[config.mk]
export PLATFORM = sky130hd
export DESIGN_NAME = cr_clint_tcipif_arb
export DESIGN_NICKNAME = d
export VERILOG_FILES = /design/src/rtl/cr_clint_tcipif_arb.sv
export SDC_FILE = /design/constraint.sdc
export NUM_CORES = 1
export LEC_CHECK = 0
export CAP_MARGIN = 20
export CORE_ASPECT_RATIO = 0.5
export CORE_UTILIZATION = 41
export CTS_CLUSTER_DIAMETER = 40
export DETAILED_ROUTE_END_ITERATION = 8
export GPL_ROUTABILITY_DRIVEN = 0
export MAX_ROUTING_LAYER = met4
export PLACE_DENSITY = 0.8
export RECOVER_POWER = 100
export SLEW_MARGIN = 15
export SYNTH_ARGS = -nofsm -noshare
export SYNTH_HDL_FRONTEND = slang
export SYNTH_SLANG_ARGS = --single-unit
[constraint.sdc]
create_clock -name clint_clk -period 2 [get_ports clint_clk]
set_clock_uncertainty 0.05 [all_clocks]
set_input_delay 0.4 -clock clint_clk [delete_from_list [all_inputs] [get_ports clint_clk]]
set_output_delay 0.4 -clock clint_clk [all_outputs]
set_load 0.05 [all_outputs]
[src/rtl/cr_clint_tcipif_arb.sv]
// Core/debug arbiter and single-outstanding sequencer for the CLINT TCIPIF slave port.
// Optional feature macro: CLINT_ARB_LOCK_EN (lock flag pins arbitration to one owner for atomic pair access).
module cr_clint_tcipif_arb #(
  parameter int ADDR_W = 16,
  parameter int DATA_W = 32
) (
  input  logic              clint_clk,
  input  logic              cpurst_b,
  input  logic              core_clint_req,
  input  logic              core_clint_write,
  input  logic [ADDR_W-1:0] core_clint_addr,
  input  logic [DATA_W-1:0] core_clint_wdata,
  input  logic              core_clint_lock,
  output logic              clint_core_ack,
  output logic [DATA_W-1:0] clint_core_rdata,
  input  logic              dbg_clint_req,
  input  logic              dbg_clint_write,
  input  logic [ADDR_W-1:0] dbg_clint_addr,
  input  logic [DATA_W-1:0] dbg_clint_wdata,
  input  logic              dbg_clint_lock,
  output logic              clint_dbg_ack,
  output logic [DATA_W-1:0] clint_dbg_rdata,
  output logic              tcipif_clint_sel,
  output logic              tcipif_clint_write,
  output logic [ADDR_W-1:0] tcipif_clint_addr,
  output logic [DATA_W-1:0] tcipif_clint_wdata,
  input  logic              clint_tcipif_cmplt,
  input  logic [DATA_W-1:0] clint_tcipif_rdata
);

  typedef enum logic [1:0] {
    ST_IDLE  = 2'd0,
    ST_ISSUE = 2'd1,
    ST_RESP  = 2'd2
  } state_t;

  state_t state_r;
  state_t state_nxt_s;
  logic   win_dbg_r;
  logic   ptr_dbg_r;
  logic   core_elig_s;
  logic   dbg_elig_s;
  logic   any_req_s;
  logic   grant_dbg_s;
  logic   lock_hold_s;

`ifdef CLINT_ARB_LOCK_EN
  logic lock_flag_r;
  logic lock_owner_dbg_r;
  logic lat_lock_r;
  logic lock_in_s;

  // While locked only the owner is eligible and the priority pointer stays frozen
  assign core_elig_s = core_clint_req & (~lock_flag_r | ~lock_owner_dbg_r);
  assign dbg_elig_s  = dbg_clint_req & (~lock_flag_r | lock_owner_dbg_r);
  assign lock_in_s   = grant_dbg_s ? dbg_clint_lock : core_clint_lock;
  assign lock_hold_s = lock_flag_r;

  // Lock flag: set by a locked grant, released when the owner completes an unlocked access
  always_ff @(posedge clint_clk or negedge cpurst_b) begin
    if (!cpurst_b) begin
      lock_flag_r      <= 1'b0;
      lock_owner_dbg_r <= 1'b0;
      lat_lock_r       <= 1'b0;
    end else begin
      case (state_r)
        ST_IDLE: begin
          if (any_req_s) begin
            lat_lock_r <= lock_in_s;
            if (lock_in_s) begin
              lock_flag_r      <= 1'b1;
              lock_owner_dbg_r <= grant_dbg_s;
            end
          end
        end
        ST_RESP: begin
          if (lock_flag_r && !lat_lock_r) begin
            lock_flag_r <= 1'b0;
          end
        end
        default: begin
        end
      endcase
    end
  end
`else
  logic unused_lock_s;

  assign unused_lock_s = core_clint_lock ^ dbg_clint_lock;
  assign core_elig_s   = core_clint_req;
  assign dbg_elig_s    = dbg_clint_req;
  assign lock_hold_s   = 1'b0;
`endif

  assign any_req_s   = core_elig_s | dbg_elig_s;
  assign grant_dbg_s = dbg_elig_s & (~core_elig_s | ptr_dbg_r);

  // Next-state logic
  always_comb begin
    state_nxt_s = state_r;
    case (state_r)
      ST_IDLE: begin
        if (any_req_s) state_nxt_s = ST_ISSUE;
        else           state_nxt_s = ST_IDLE;
      end
      ST_ISSUE: begin
        if (clint_tcipif_cmplt) state_nxt_s = ST_RESP;
        else                    state_nxt_s = ST_ISSUE;
      end
      ST_RESP: state_nxt_s = ST_IDLE;
      default: state_nxt_s = ST_IDLE;
    endcase
  end

  // State register, request latch, bus outputs and per-requester responses
  always_ff @(posedge clint_clk or negedge cpurst_b) begin
    if (!cpurst_b) begin
      state_r            <= ST_IDLE;
      win_dbg_r          <= 1'b0;
      ptr_dbg_r          <= 1'b0;
      tcipif_clint_sel   <= 1'b0;
      tcipif_clint_write <= 1'b0;
      tcipif_clint_addr  <= {ADDR_W{1'b0}};
      tcipif_clint_wdata <= {DATA_W{1'b0}};
      clint_core_ack     <= 1'b0;
      clint_dbg_ack      <= 1'b0;
      clint_core_rdata   <= {DATA_W{1'b0}};
      clint_dbg_rdata    <= {DATA_W{1'b0}};
    end else begin
      state_r <= state_nxt_s;
      case (state_r)
        ST_IDLE: begin
          if (any_req_s) begin
            win_dbg_r          <= grant_dbg_s;
            tcipif_clint_sel   <= 1'b1;
            tcipif_clint_write <= grant_dbg_s ? dbg_clint_write : core_clint_write;
            tcipif_clint_addr  <= grant_dbg_s ? dbg_clint_addr  : core_clint_addr;
            tcipif_clint_wdata <= grant_dbg_s ? dbg_clint_wdata : core_clint_wdata;
          end
        end
        ST_ISSUE: begin
          // The response registers double as the read-data holding register
          if (clint_tcipif_cmplt) begin
            tcipif_clint_sel <= 1'b0;
            clint_core_ack   <= ~win_dbg_r;
            clint_dbg_ack    <= win_dbg_r;
            clint_core_rdata <= win_dbg_r ? {DATA_W{1'b0}} : clint_tcipif_rdata;
            clint_dbg_rdata  <= win_dbg_r ? clint_tcipif_rdata : {DATA_W{1'b0}};
          end
        end
        ST_RESP: begin
          clint_core_ack   <= 1'b0;
          clint_dbg_ack    <= 1'b0;
          clint_core_rdata <= {DATA_W{1'b0}};
          clint_dbg_rdata  <= {DATA_W{1'b0}};
          if (!lock_hold_s) begin
            ptr_dbg_r <= ~win_dbg_r;
          end
        end
        default: begin
          tcipif_clint_sel <= 1'b0;
          clint_core_ack   <= 1'b0;
          clint_dbg_ack    <= 1'b0;
        end
      endcase
    end
  end

endmodule

==> results of run 1 <==
-- stage by stage --
stage / utilization, % / TNS, ns / area, um2 / total power, uW
floorplan: - / 0 / 5314 / 9904
global placement: 65.38 / 0 / 7994 / 13020
detailed placement: 65.38 / -0.08910 / 7994 / 13180
CTS: 69.30 / 0 / 8473 / 15630
global route: 68.14 / 0 / 8332 / 16050
finish: 68.14 / 0 / 8332 / 15310
-- sequential cells by signal, summed over array words and instances, names as in the netlist --
signal / flops
clint_dbg_ack: 1
tcipif_clint_sel: 1
tcipif_clint_addr: 16
tcipif_clint_write: 1
clint_core_rdata: 32
tcipif_clint_wdata: 32
win_dbg_r: 1
clint_dbg_rdata: 32
ptr_dbg_r: 1
clint_core_ack: 1
state_r: 2
-- synth_stat cells (all sizes together) --
cell	n	share of area, %
dfrtp	120	57
a21oi	83	7.8
o21ai	51	4.8
nand3	50	4.7
a31oi	49	6.9
clkbuf	47	3.4
nand2	38	2.7
nand3b	33	4.7
a22o	32	5.3
buf	13	1.4
inv	3	0.21
and2	2	0.24
nand2b	2	0.24
nor2	2	0.19
nor2b	2	0.24
or2	2	0.24
a32o	1	0.19
mux2i	1	0.19
-- how the worst min path moves through the flow --
stage	start	endpoint	slack [ns]	depth (start not counted)
floorplan	cpurst_b	clint_core_ack$_DFFE_PN0P_	0.05	0
global placement	cpurst_b	tcipif_clint_wdata[28]$_DFFE_PN0P_	0.29	1
detailed placement	cpurst_b	tcipif_clint_wdata[1]$_DFFE_PN0P_	0.29	1
CTS	cpurst_b	tcipif_clint_wdata[31]$_DFFE_PN0P_	0.40	2
global route	dbg_clint_req	tcipif_clint_wdata[21]$_DFFE_PN0P_	0.45	4
finish	tcipif_clint_sel$_DFFE_PN0P_	tcipif_clint_sel$_DFFE_PN0P_	0.43	2
-- metal layers --
layer | global-route usage, % | up-vias | share of wire (%)
met5 | - | - | 0
met3 | 5.594 | 38 | 5.4
li1 | - | 2416 | -
met4 | 12.15 | 0 | 2.3
met2 | 44.94 | 190 | 51
met1 | 32.85 | 2572 | 41
-- tightest hold or removal path: cells and delay by family, from the launching register on --
family        cells  cell delay [ns]
flops             1             0.34
simple gates      2             0.11
-- cell families (layout without fill, tap and decap cells) --
kind of cell           count (synthesis)  in the layout  share of synthesized area, %
flip-flops                           120            120                         56.51
AO/OA/AOI/OAI                        216            216                         25.03
AND/OR/NAND/NOR                      131            131                         13.26
buffers and inverters                 63            309                         5.015
multiplexers                           1              1                        0.1884
-- where the power goes --
| group | internal [uW] | total (uW) | switching (uW) |
|---|---|---|---|
| logic | 2260 | 8210 | 5950 |
| registers | 3510 | 4120 | 614 |
| clock network | 1830 | 2980 | 1150 |
| total | 7610 | 15300 | 7710 |
-- what timing repair did --
item,CTS,global route
resized for setup,86,0
hold endpoints to repair,23,0
hold buffers,1,0
endpoints found under the setup margin,86,0
-- cell type report --
| cell class | instances | area (um2) |
|---|---|---|
| timing repair buffer | 275 | 2474 |
| inverter | 3 | 11.26 |
| sequential | 120 | 3003 |
| clock buffer | 17 | 425.4 |
| multi-input combinational | 348 | 2061 |
| clock inverter | 14 | 151.4 |
| fill | 1052 | 3895 |
| tap | 165 | 206.4 |
==> results, run 1 <==
- Based on the critical path, the design can be clocked at up to 560.3 MHz.
- Once detailed placement completed, the half-perimeter wirelength came to 11760 um.
- For this run, design rule violations remaining after detail routing come to 0.
- The final wirelength is 17350 um.
- In this run the power density over the cells is 1838 mW/mm2.
- The CTS tree is done.
- The number of antenna violations at the first check in global routing is 0.
- The standby leakage power is 0.003625 uW.
- The final max-slew violation count is 0.
- The nature of the critical path endpoint is a register.
- After detailed routing, the number of vias per cell comes to 5.537.
- The area of the placeable core is 0.01223 mm2.
- The first detailed-routing pass took 5 iterations.
- The most critical setup path has its endpoint at clint_dbg_rdata[27]$_DFFE_PN0P_.
- The most common library cell in the layout ignoring fill and taps is sky130_fd_sc_hd__clkdlybuf4s50_1.
- The Yosys warning count is 0.
- The global routing usage summed across all routing layers is 27.19%.
- The cell with the largest stage delay on the worst path is sky130_fd_sc_hd__dlygate4sd3_1.
- The critical path in this run is classified as primary input to register.
- After the last flow step, the layout net total stands at 902.
- The number of cells in the finished layout apart from fillers is 942.
- The total standard cell area after synthesis is 0.005314 mm2.
- Once the floorplan was initialized, standard cells occupied 43.46% of the core.
- The total instance count after detailed placement is 910.
- The largest net degree at the start of global routing is 51.
- The final setup violation count is 0.
- Summing the sequential cell areas from Yosys gives 56.51% of the chip area.
- Global routing finished with a remaining overflow of 0.
- The first global-routing pass estimated 26920 um of wire.
- The maximum fanout count along the critical path is 13.
- The count of final hold-check violations is 0.
- The pin slew with the least headroom to its limit is 0.7273 ns.
- The flip-flop and latch count after synthesis is 120.
- The total nets after synthesis is 668.
- The master cell of the clock root buffer is sky130_fd_sc_hd__clkbuf_16.
- The buffer count from post-CTS setup fixing is 0.
- The first routing iteration left 392 violations.
- The count of antenna diodes in the layout is 0.
- The flow ran to the end, and the final reports show no timing, DRC or antenna violations.
- Leaving out fill and tap cells, the most frequent cells in the layout are sky130_fd_sc_hd__clkdlybuf4s50_1 (131), sky130_fd_sc_hd__dfrtp_1 (120), sky130_fd_sc_hd__dlygate4sd2_1 (86).
- The cell count after synthesis is 531.
- Dividing the detail-routed wire length by the instance count gives 18.42 um.
- The post-route netlist has 9.781% of its cells at a drive strength greater than 1.
- The worst relative slew slack is 51.51%.
- The internal reg-to-reg setup slack is 0.23 ns.
- Final hold analysis gives a worst-case slack of 0.4256 ns.
- Clock-pin slew was measured on the worst setup and hold paths at 0.06 ns.
- The class of the tightest hold or removal check is register to register.
- Data on the critical path is required at its endpoint by 2.24 ns.
- The clock insertion delay at the later pin of the skew report is 0.41 ns.
- Yosys mapped the design onto 27 distinct sky130hd cell types.
- The clock period minus worst slack is 1.785 ns.
- The number of buffers and inverters on the critical path is 4.
- Clock tree synthesis found a total of 120 sinks.
- The die is 82.50 um tall.
- The via count of the first global-routing pass is 5176.
- The maximum resistive drop on vdd is 0.8650 mV.
- The post-synthesis average cell area is 10.01 um2.
- The worst register-to-register path begins at state_r[1]$_DFF_PN0_.
- The top-level I/O count is 253.
- The post-placement worst setup slack is -0.01307 ns.
- From left edge to right edge, the die measures 163 um.
- The maximum buffer depth of the clock tree is 2.
- The logic depth of the worst path, buffers included is 7.
- Counting cells, the worst reg-to-reg path comes to 6.
- Once detail routing completed, the nets flagged for antenna violations numbered 0.
- The worst endpoint data arrival time is 2.03 ns.
- The final critical path takes up 89.24% of the cycle.
- The floorplan step defined a die boundary enclosing 0.01345 mm2.
- The capture instance of the worst register-to-register path is clint_dbg_rdata[27]$_DFFE_PN0P_.
- Tracing the worst setup path back leads to its startpoint at clint_tcipif_cmplt.
- During placement, the flow inserted port buffers numbering 250.
- The H-tree generated during clock tree synthesis spans 4 levels.
- The growth of design area from synthesis to finish is 56.79%.
- The kind of cell with the highest combined delay on the critical path is buffers and inverters.
- The tool flagged a number of max-cap violations equal to 0.
- The least setup slack across all paths after layout is 0.2153 ns.
- The initialized floorplan defines 28 standard-cell rows.
- The number of vias after detailed routing is 5216.
- Setup repair after global routing left no endpoint under its margin.
- Walking the worst path, the cells encountered are dlygate4sd3_1, nand3b_2, inv_1, buf_4, and2_0, clkbuf_2, a22o_1.
- The highest cell delay on the worst timing path is 0.58 ns.
- STA classifies the critical path startpoint as a primary input.
- The number of CTS-inserted buffers is 17.
Power figures use the tool's default switching activity.
==> inputs of run 2 (changes only) <==
--- a/config.mk
+++ b/config.mk
@@ -14,6 +14,7 @@
 export MAX_ROUTING_LAYER = met4
 export PLACE_DENSITY = 0.8
 export RECOVER_POWER = 100
+export SETUP_SLACK_MARGIN = 0.4
 export SLEW_MARGIN = 15
 export SYNTH_ARGS = -nofsm -noshare
 export SYNTH_HDL_FRONTEND = slang
==> results, run 2 (synthesis gave the netlist of run 1 again) <==
- The run finished with clean final reports.
- The path class of the tightest hold or removal check is register to register.
- The die extent in y came to 82.50 um (unchanged).
- The worst path buffer plus inverter count came to 1 (-3).
- The power per standard cell area is 1888 mW/mm2 (+2.7%).
- The library cell used most frequently in the layout, excluding fill and tap cells, is sky130_fd_sc_hd__clkdlybuf4s50_1.
- The number of CTS-inserted buffers is 17 (unchanged).
- The largest net degree at the start of global routing is 61 (+20%).
- The global-route wire length before repair is 27430 um (+1.9%).
- In the layout the commonest cells are sky130_fd_sc_hd__clkdlybuf4s50_1 (130), sky130_fd_sc_hd__dfrtp_1 (118), sky130_fd_sc_hd__clkbuf_1 (118).
- The launch point of the worst reg-to-reg path is state_r[0]$_DFF_PN0_.
- The standby leakage power was 0.003188 uW (-12%).
- The final antenna-violating net count was 0 (unchanged).
- TritonCTS built the clock tree.
- The iteration-0 DRC count of the detailed router was 399 (+1.8%).
- The worst reg-to-reg path cell count is 3 (-3).
- The setup path with the least slack is of type register to output port.
- The total placed instance area was 0.007999 mm2 (about the same).
- The via count of the first global-routing pass is 5296 (+2.3%).
- The clock period minus worst slack was 1.740 ns (-0.04444 ns).
- The final setup violation count is 0 (unchanged).
- The number of vias after detailed routing is 5331 (+2.2%).
- The number of nets in the final layout came to 909 (+0.78%).
- The global routing usage summed across all routing layers is 27.41% (+0.22 points).
- The capture instance of the worst register-to-register path is ptr_dbg_r$_DFFE_PN0N_.
- The layout filler cell count was 1082 (+2.9%).
- The detailed-routing iteration count for the pre-antenna-repair pass was 6 (+1).
- The TritonCTS sink count is 120 (unchanged).
- The startpoint identified for the worst hold timing path is state_r[1]$_DFF_PN0_.
- The endpoint of the worst hold path is clint_core_ack$_DFFE_PN0P_.
- The setup total negative slack was 0 ns (unchanged).
- The full die area came to 0.01345 mm2 (unchanged).
- Setup repair after global routing left no endpoint under its margin.
- The period utilization was 87.01% (-2.2 points).
- The routed length per instance is 18.74 um (+1.7%).
- The final max-slew violation count is 0 (unchanged).
- The detailed-placement wirelength estimate was 11920 um (+1.4%).
- The number of antenna violations at the first check in global routing is 0 (unchanged).
- Among cell families on the critical path, the largest total delay comes from buffers and inverters.
- The clock insertion delay at the later pin of the skew report was 0.41 ns (about the same).
- The die extent in x is 163 um (unchanged).
- The worst endpoint data arrival time was 1.29 ns (-0.74 ns).
- The final wirelength is 17780 um (+2.5%).
- The worst relative slew slack was 43.62% (-7.9 points).
- The average via count per standard cell is 5.617 (+1.5%).
- Traced cell by cell, the critical path runs through clkbuf_1.
- The detailed-route DRC error count came to 0 (unchanged).
- The nature of the critical path startpoint is a register.
- The area of the placeable core came to 0.01223 mm2 (unchanged).
- The fraction of final layout cells sized beyond drive strength 1 is 10.46% (+0.68 points).
- The post-route cell area is 0.007889 mm2 (-5.3%).
- The number of standard-cell rows in the floorplan was 28 (unchanged).
- The largest individual stage delay along the critical path comes from the cell sky130_fd_sc_hd__clkbuf_1.
- The maximum buffer depth of the clock tree is 2 (unchanged).
- The maximum resistive drop on vdd is 0.8353 mV (-3.4%).
- The pin slew with the least headroom to its limit came to 0.8457 ns (+0.1184 ns).
- The highest cell delay on the worst timing path is 0.53 ns (-0.05 ns).
- The number of instances on the worst hold path is 1 (-1).
- The nature of the critical path endpoint is an output port.
- The starting density of the core is 43.46% (unchanged).
- The internal reg-to-reg setup slack is 0.31 ns (+0.08 ns).
- The count of antenna diodes in the layout came to 0 (unchanged).
- The global route total overflow came to 0 (unchanged).
- The clock input transition at the sequential cells of the worst setup and hold paths is 0.06 ns (about the same).
- The number of levels in the clock H-tree is 4 (unchanged).
- The top-level I/O count came to 253 (unchanged).
- The count of input and output buffers is 250 (unchanged).
- The achievable clock frequency was 574.6 MHz (+2.6%).
- The number of maximum-capacitance violations is 0 (unchanged).
- The overall power consumption came to 14890 uW (-2.8%).
- The count of final hold-check violations was 0 (unchanged).
- The required time of the critical path is 1.55 ns (-0.69 ns).
- The largest registers in the layout are clint_core_rdata x32, clint_dbg_rdata x32, tcipif_clint_wdata x32.
- Clock tree synthesis selected as its root buffer the cell sky130_fd_sc_hd__clkbuf_16.
- The growth of design area from synthesis to finish is 48.46%.
- The maximum fanout count along the critical path is 2 (-11).
-- run 2: cell types whose count changed in the layout (fill, tap and decap cells not counted), sizes merged --
| cell | before | now |
|---|---|---|
| bufinv | 2 | 1 |
| clkdlybuf4s50 | 131 | 130 |
| clkinvlp | 2 | 4 |
| dlygate4sd3 | 2 | 3 |
| inv | 5 | 6 |
| buf | 19 | 24 |
| clkinv | 8 | 6 |
| dlygate4sd2 | 86 | 0 |
| clkbuf | 54 | 142 |
-- run 2: power by group --
group          total [uW]  internal (uW)  leakage, uW  switching [uW]
Clock                2870           1710     0.000262            1160
Combinational        7870           1880      0.00144            5990
Sequential           4150           3510      0.00149             634
-- run 2: metal layers --
layer / wire [um] / share of wire [%] / GRT usage [%]
met1: 7348 / 41 / 32.45
met2: 9021 / 51 / 46.34
met3: 922 / 5.2 / 4.845
met4: 490 / 2.8 / 13.36
met5: 0 / 0 / -
-- run 2: final cells by class --
class	count	area (um2)	area share [%]
Sequential cell	120	3005	38.10
Timing Repair Buffer	282	2064	26.17
Multi-Input combinational cell	348	2048	25.96
Clock buffer	17	425.4	5.393
Tap cell	165	206.4	2.617
Clock inverter	14	127.6	1.618
Inverter	3	11.26	0.1427
-- run 2: stage by stage --
step	hold slack [ns]	utilization [%]	worst slack [ns]	instances
3_5_place_dp	0.3956	65.42	-0.06053	915
3_3_place_gp	0.3950	65.42	-0.01828	915
5_1_grt	0.4327	64.52	0.2034	949
2_1_floorplan	0.05441	-	0.3890	531
6_report	0.4090	64.52	0.2597	949
4_1_cts	0.4435	69.88	0.3853	948
-- run 2: how the worst max path moves through the flow --
stage | from | to | slack (ns) | depth (start not counted)
2_1_floorplan | dbg_clint_req | tcipif_clint_addr[10]$_DFFE_PN0P_ | 0.39 | 8
3_3_place_gp | clint_tcipif_cmplt | clint_dbg_rdata[17]$_DFFE_PN0P_ | -0.02 | 6
3_5_place_dp | clint_tcipif_cmplt | clint_dbg_rdata[12]$_DFFE_PN0P_ | -0.06 | 6
4_1_cts | tcipif_clint_wdata[9]$_DFFE_PN0P_ | tcipif_clint_wdata[9] | 0.39 | 1
5_1_grt | clint_tcipif_cmplt | clint_dbg_rdata[20]$_DFFE_PN0P_ | 0.20 | 7
6_report | tcipif_clint_wdata[3]$_DFFE_PN0P_ | tcipif_clint_wdata[3] | 0.26 | 1
-- run 2: what timing repair did --
item                                    CTS  global route
cloned                                    1             0
endpoints found under the setup margin  120            93
gates resized for setup                 320           125
hold buffers                              1             0
setup buffers                             0             1
pin swaps                                 0             0
endpoints found under the hold margin   120             0
